===== config.mk =====
export PLATFORM = sky130hd
export DESIGN_NAME = qcl_timeslice_arbiter
export DESIGN_NICKNAME = d
export VERILOG_FILES = /design/src/rtl/qcl_timeslice_arbiter.sv
export SDC_FILE = /design/constraint.sdc
export NUM_CORES = 1
export LEC_CHECK = 0
export BUFFER_PORTS_ARGS = -buffer_cell sky130_fd_sc_hd__buf_2
export CAP_MARGIN = 20
export CORE_MARGIN = 1
export CORE_UTILIZATION = 50
export CTS_BUF_LIST = sky130_fd_sc_hd__clkbuf_2
export DETAILED_ROUTE_END_ITERATION = 8
export GPL_ROUTABILITY_DRIVEN = 1
export HOLD_SLACK_MARGIN = 0.03
export PLACE_DENSITY = 0.75
export SLEW_MARGIN = 15
export SYNTH_ARGS = -nofsm -noshare
export SYNTH_HDL_FRONTEND = slang
export SYNTH_SLANG_ARGS = --single-unit

===== constraint.sdc =====
create_clock -name clk_i -period 5.35 [get_ports clk_i]
set_input_delay 0.2675 -clock clk_i [delete_from_list [all_inputs] [get_ports clk_i]]
set_output_delay 0.2675 -clock clk_i [all_outputs]
set_load 0.05 [all_outputs]

===== src/rtl/qcl_timeslice_arbiter.sv =====
// qcl_timeslice_arbiter: round-robin arbiter granting a shared resource in quantum-limited time slices
module qcl_timeslice_arbiter #(
    parameter int els_p = 4,
    parameter int width_p = 8,
    localparam int id_width_lp = $clog2(els_p)
) (
    input  logic                   clk_i,
    input  logic                   reset_i,
    input  logic [els_p-1:0]       reqs_i,
    input  logic                   yield_i,
    input  logic [width_p-1:0]     quantum_i,
    output logic [els_p-1:0]       grants_o,
    output logic [id_width_lp-1:0] owner_id_o,
    output logic                   busy_o,
    output logic [width_p-1:0]     slice_cnt_o,
    output logic                   expire_o
);
    typedef enum logic {IDLE, OWN} state_e;

    state_e                 state_q, state_d;
    logic [els_p-1:0]       grants_q, grants_d;
    logic [id_width_lp-1:0] owner_q, owner_d;
    logic [id_width_lp-1:0] last_q, last_d;
    logic [width_p-1:0]     cnt_q, cnt_d;
    logic [width_p-1:0]     quantum_q, quantum_d;
    logic [width_p-1:0]     cnt_inc;
    logic [id_width_lp-1:0] win, idx;
    logic                   found, expire, slice_end, arb;
    int                     n;

    // Find the first requester after last_q, wrapping modulo els_p
    always_comb begin
        found = 1'b0;
        win = '0;
        n = 0;
        idx = '0;
        for (int k = 1; k <= els_p; k++) begin
            n = int'(last_q) + k;
            n = (n >= els_p) ? n - els_p : n;
            idx = id_width_lp'(n);
            if (!found && reqs_i[idx]) begin
                found = 1'b1;
                win = idx;
            end
        end
    end

    // Slice bookkeeping and next-grant selection; a slice end re-arbitrates in the same cycle
    always_comb begin
        state_d = state_q;
        grants_d = grants_q;
        owner_d = owner_q;
        last_d = last_q;
        cnt_d = cnt_q;
        quantum_d = quantum_q;
        cnt_inc = cnt_q + 1'b1;
        expire = (state_q == OWN) && (cnt_inc == quantum_q);
        slice_end = (state_q == OWN) && (expire || yield_i || !reqs_i[owner_q]);
        arb = (state_q == IDLE) || slice_end;
        if (arb && found) begin
            state_d = OWN;
            grants_d = els_p'(1) << win;
            owner_d = win;
            last_d = win;
            cnt_d = '0;
            quantum_d = (quantum_i == '0) ? width_p'(1) : quantum_i;
        end else if (arb) begin
            state_d = IDLE;
            grants_d = '0;
            cnt_d = '0;
        end else begin
            cnt_d = cnt_inc;
        end
    end

    // State registers; reset leaves requester 0 first in line
    always_ff @(posedge clk_i) begin
        if (reset_i) begin
            state_q <= IDLE;
            grants_q <= '0;
            owner_q <= '0;
            last_q <= id_width_lp'(els_p - 1);
            cnt_q <= '0;
            quantum_q <= width_p'(1);
        end else begin
            state_q <= state_d;
            grants_q <= grants_d;
            owner_q <= owner_d;
            last_q <= last_d;
            cnt_q <= cnt_d;
            quantum_q <= quantum_d;
        end
    end

    assign grants_o = grants_q;
    assign owner_id_o = owner_q;
    assign busy_o = (state_q == OWN);
    assign slice_cnt_o = cnt_q;
    assign expire_o = expire;
endmodule


==> flow_summary.ini <==
[die]
io_pins = 31
die_h_um = 53.1
die_w_um = 53.1
start_util = 0.528
die_area_um2 = 2820
core_area_um2 = 2480
fp-row-count = 18

[routing]
drtIter0Drc = 24
dr.pass1.iters = 4
drc_errors = 0
wl_per_cell_um = 13.5
vias = 1154
wl_um = 2760
viasPerCell = 5.63
postRouteAntennaNets = 0

[sta]
hold_viol = 0
rsz0062_at_grt = false
tightest_slew_ns = 0.895
fin_crit_ns = 3.18
finalSetupViolations = 0
timing.fmax_ghz = 0.314
finalSetupTns_ns = 0
finalMaxSlewViolations = 0
final.setup_skew_ns = 0.0231
max_slew_margin = 0.401
period_share = 0.595

[grt]
grt_pass1_vias = 1007
antenna_found_initial = 0
grt_use_total = 0.215
grt_overflow = 0
grt_pass1_wl_um = 4370
grt_start_max_net_pins = 29

[clock_tree]
clk_pin_slew_ns = 0.24
cts_resized = 0
ctsHoldBuffers = 0
cts_num_sinks = 25
clock_path_buffers = 2
insertion_delay_ns = 0.35
root_buffer = clkbuf_2
htreeDepth = 1
cts_buffers = 3
cts_tree = built
post_cts_buffers = 0

[power_and_ir_drop]
peakVddDrop_mv = 0.193
seqPwrFrac = 0.560
power.density_nw_per_um2 = 255
pwr-share-comb = 0.242
swShare = 0.327
p_sw_uw = 123
pwr-share-clk = 0.198
p_leak_uw = 0.000624
p_int_uw = 254

[synthesis]
synth_cell_types = 37
syn_area_per_cell_um2 = 8.78
synth-seq-area-share = 0.383
synth_area_um2 = 1310
ys.flop_type = dfxtp_1
synth_edf_count = 0
synthCells = 149
synth.net_count = 165
yosysWarnings = 0
synth-async-reset-ratio = 0
synth_seq_cells = 25

[worst_setup_path]
cp-end-kind = flip-flop
critPathMaxFanout = 19
worstPathArrival_ns = 3.47
path_class = flip-flop to flip-flop
required_ns = 5.64
start_kind = flip-flop
rr_worst_depth = 8

[place]
gp_congestion = 0.780
dp_hpwl_um = 2100
io_buffer_count = 30

[layout]
fillCellCount = 231
syn_to_final_growth_pct = 13.1
diodes = 0
drive_above_1_share = 0.217
nNetsFinal = 192
fin_util = 0.597

[outcome]
run_status = complete, no violations

[flow_run]
max-cap-violations = 0

[min_path]
hp-class = primary input to flip-flop
hold_depth = 3
-- final timing paths --
check	end	slack [ns]	start
worst max-delay path	last_q[1]$_SDFFE_PP1P_	2.17	slice_cnt_o[0]$_SDFF_PP0_
worst min-delay path	quantum_q[0]$_SDFFE_PP1P_	0.16	quantum_i[0]
worst min register to register	grants_o[0]$_SDFFE_PP0P_	0.50	grants_o[0]$_SDFFE_PP0P_
worst max register to register	last_q[1]$_SDFFE_PP1P_	2.17	slice_cnt_o[0]$_SDFF_PP0_
-- final cells by class --
type                       instances  area, µm²  share of cell area
sequential                        25        500               0.338
timing repair buffer              30        150               0.102
multi-input combinational        113        759               0.514
inverter                           3       11.3             0.00761
tap                               30       37.5              0.0254
clock buffer                       4       20.0              0.0135
-- through the flow --
step / power, µW / worst slack (ns) / hold slack, ns / instance area, µm² / instances
2_1_floorplan: 284 / 1.74 / 0.422 / 1310 / 149
3_5_place_dp: 306 / 2.20 / 0.479 / 1460 / 201
4_1_cts: 380 / 2.16 / 0.155 / 1480 / 205
5_1_grt: 397 / 1.94 / 0.136 / 1480 / 205
3_3_place_gp: 303 / 2.39 / 0.468 / 1460 / 201
6_report: 377 / 2.17 / 0.162 / 1480 / 205
-- power by group through the flow --
| stage | logic [µW] | registers (µW) | clock network [µW] |
|---|---|---|---|
| 4_1_cts | 91.4 | 211 | 77.1 |
| 3_5_place_dp | 91.1 | 215 | 0 |
| 6_report | 91.0 | 211 | 74.6 |
| 3_3_place_gp | 88.9 | 214 | 0 |
| 2_1_floorplan | 52.2 | 232 | 0 |
| 5_1_grt | 98.1 | 213 | 85.8 |
-- critical path, cell delays in order, from the launching register on --
cell	delay [ns]
dfxtp_1	0.50
ha_1	0.30
xnor2_1	0.17
nand3_1	0.12
nor4_2	0.28
nand4_1	0.20
o41ai_4	0.89
and2_1	0.43
mux2i_1	0.21
-- sequential cells by signal (all words and copies together), names as in the netlist --
| signal | flops |
|---|---|
| quantum_q | 8 |
| slice_cnt_o | 8 |
| grants_o | 4 |
| last_q | 2 |
| owner_id_o | 2 |
| busy_o | 1 |
-- synthesized netlist by cell type (2+ instances only) --
cell type	instances	share of area
a21oi_1	4	0.015
and2_1	2	0.0096
buf_2	2	0.0077
clkbuf_1	4	0.011
dfxtp_1	25	0.38
inv_1	3	0.0086
mux2i_1	5	0.038
nand2_1	3	0.0086
nand2b_1	10	0.048
nand3_1	6	0.023
nand4_1	3	0.014
nand4b_1	7	0.047
nor2_1	18	0.052
nor2b_1	4	0.019
nor3_1	2	0.0077
nor4_1	4	0.019
o21ai_0	15	0.057
xnor2_1	7	0.047
xor2_1	7	0.047
-- routing by layer --
layer,vias up,global-route usage,share of wire
li1,582,-,-
met1,529,0.261,0.45
met2,36,0.378,0.48
met3,7,0.0259,0.047
met4,0,0.0921,0.019
met5,-,0,0
-- kinds of logic (layout without fill, tap and decap cells) --
logic type | count (synthesis) | in the layout | share of synthesized area
AND/OR/NAND/NOR | 67 | 67 | 0.298
buffers and inverters | 11 | 37 | 0.0364
AO/OA/AOI/OAI | 25 | 25 | 0.124
adder cells (fa/ha/maj) | 1 | 1 | 0.00957
flip-flops | 25 | 25 | 0.383
multiplexers | 6 | 6 | 0.0555
XOR/XNOR | 14 | 14 | 0.0938
-- layout by cell type, fill, tap and decap left out, types with 2 or more instances in the layout --
cell	Yosys	layout
buf_2	2	30
dfxtp_1	25	25
nor2_1	18	18
o21ai_0	15	15
nand2b_1	10	10
xnor2_1	7	7
xor2_1	7	7
nand4b_1	7	7
nand3_1	6	6
mux2i_1	5	5
nor2b_1	4	4
nor4_1	4	4
a21oi_1	4	4
clkbuf_2	0	4
nand4_1	3	3
nand2_1	3	3
inv_1	3	3
and2_1	2	2
nor3_1	2	2
Note: power is estimated with default switching activity, not from simulation.
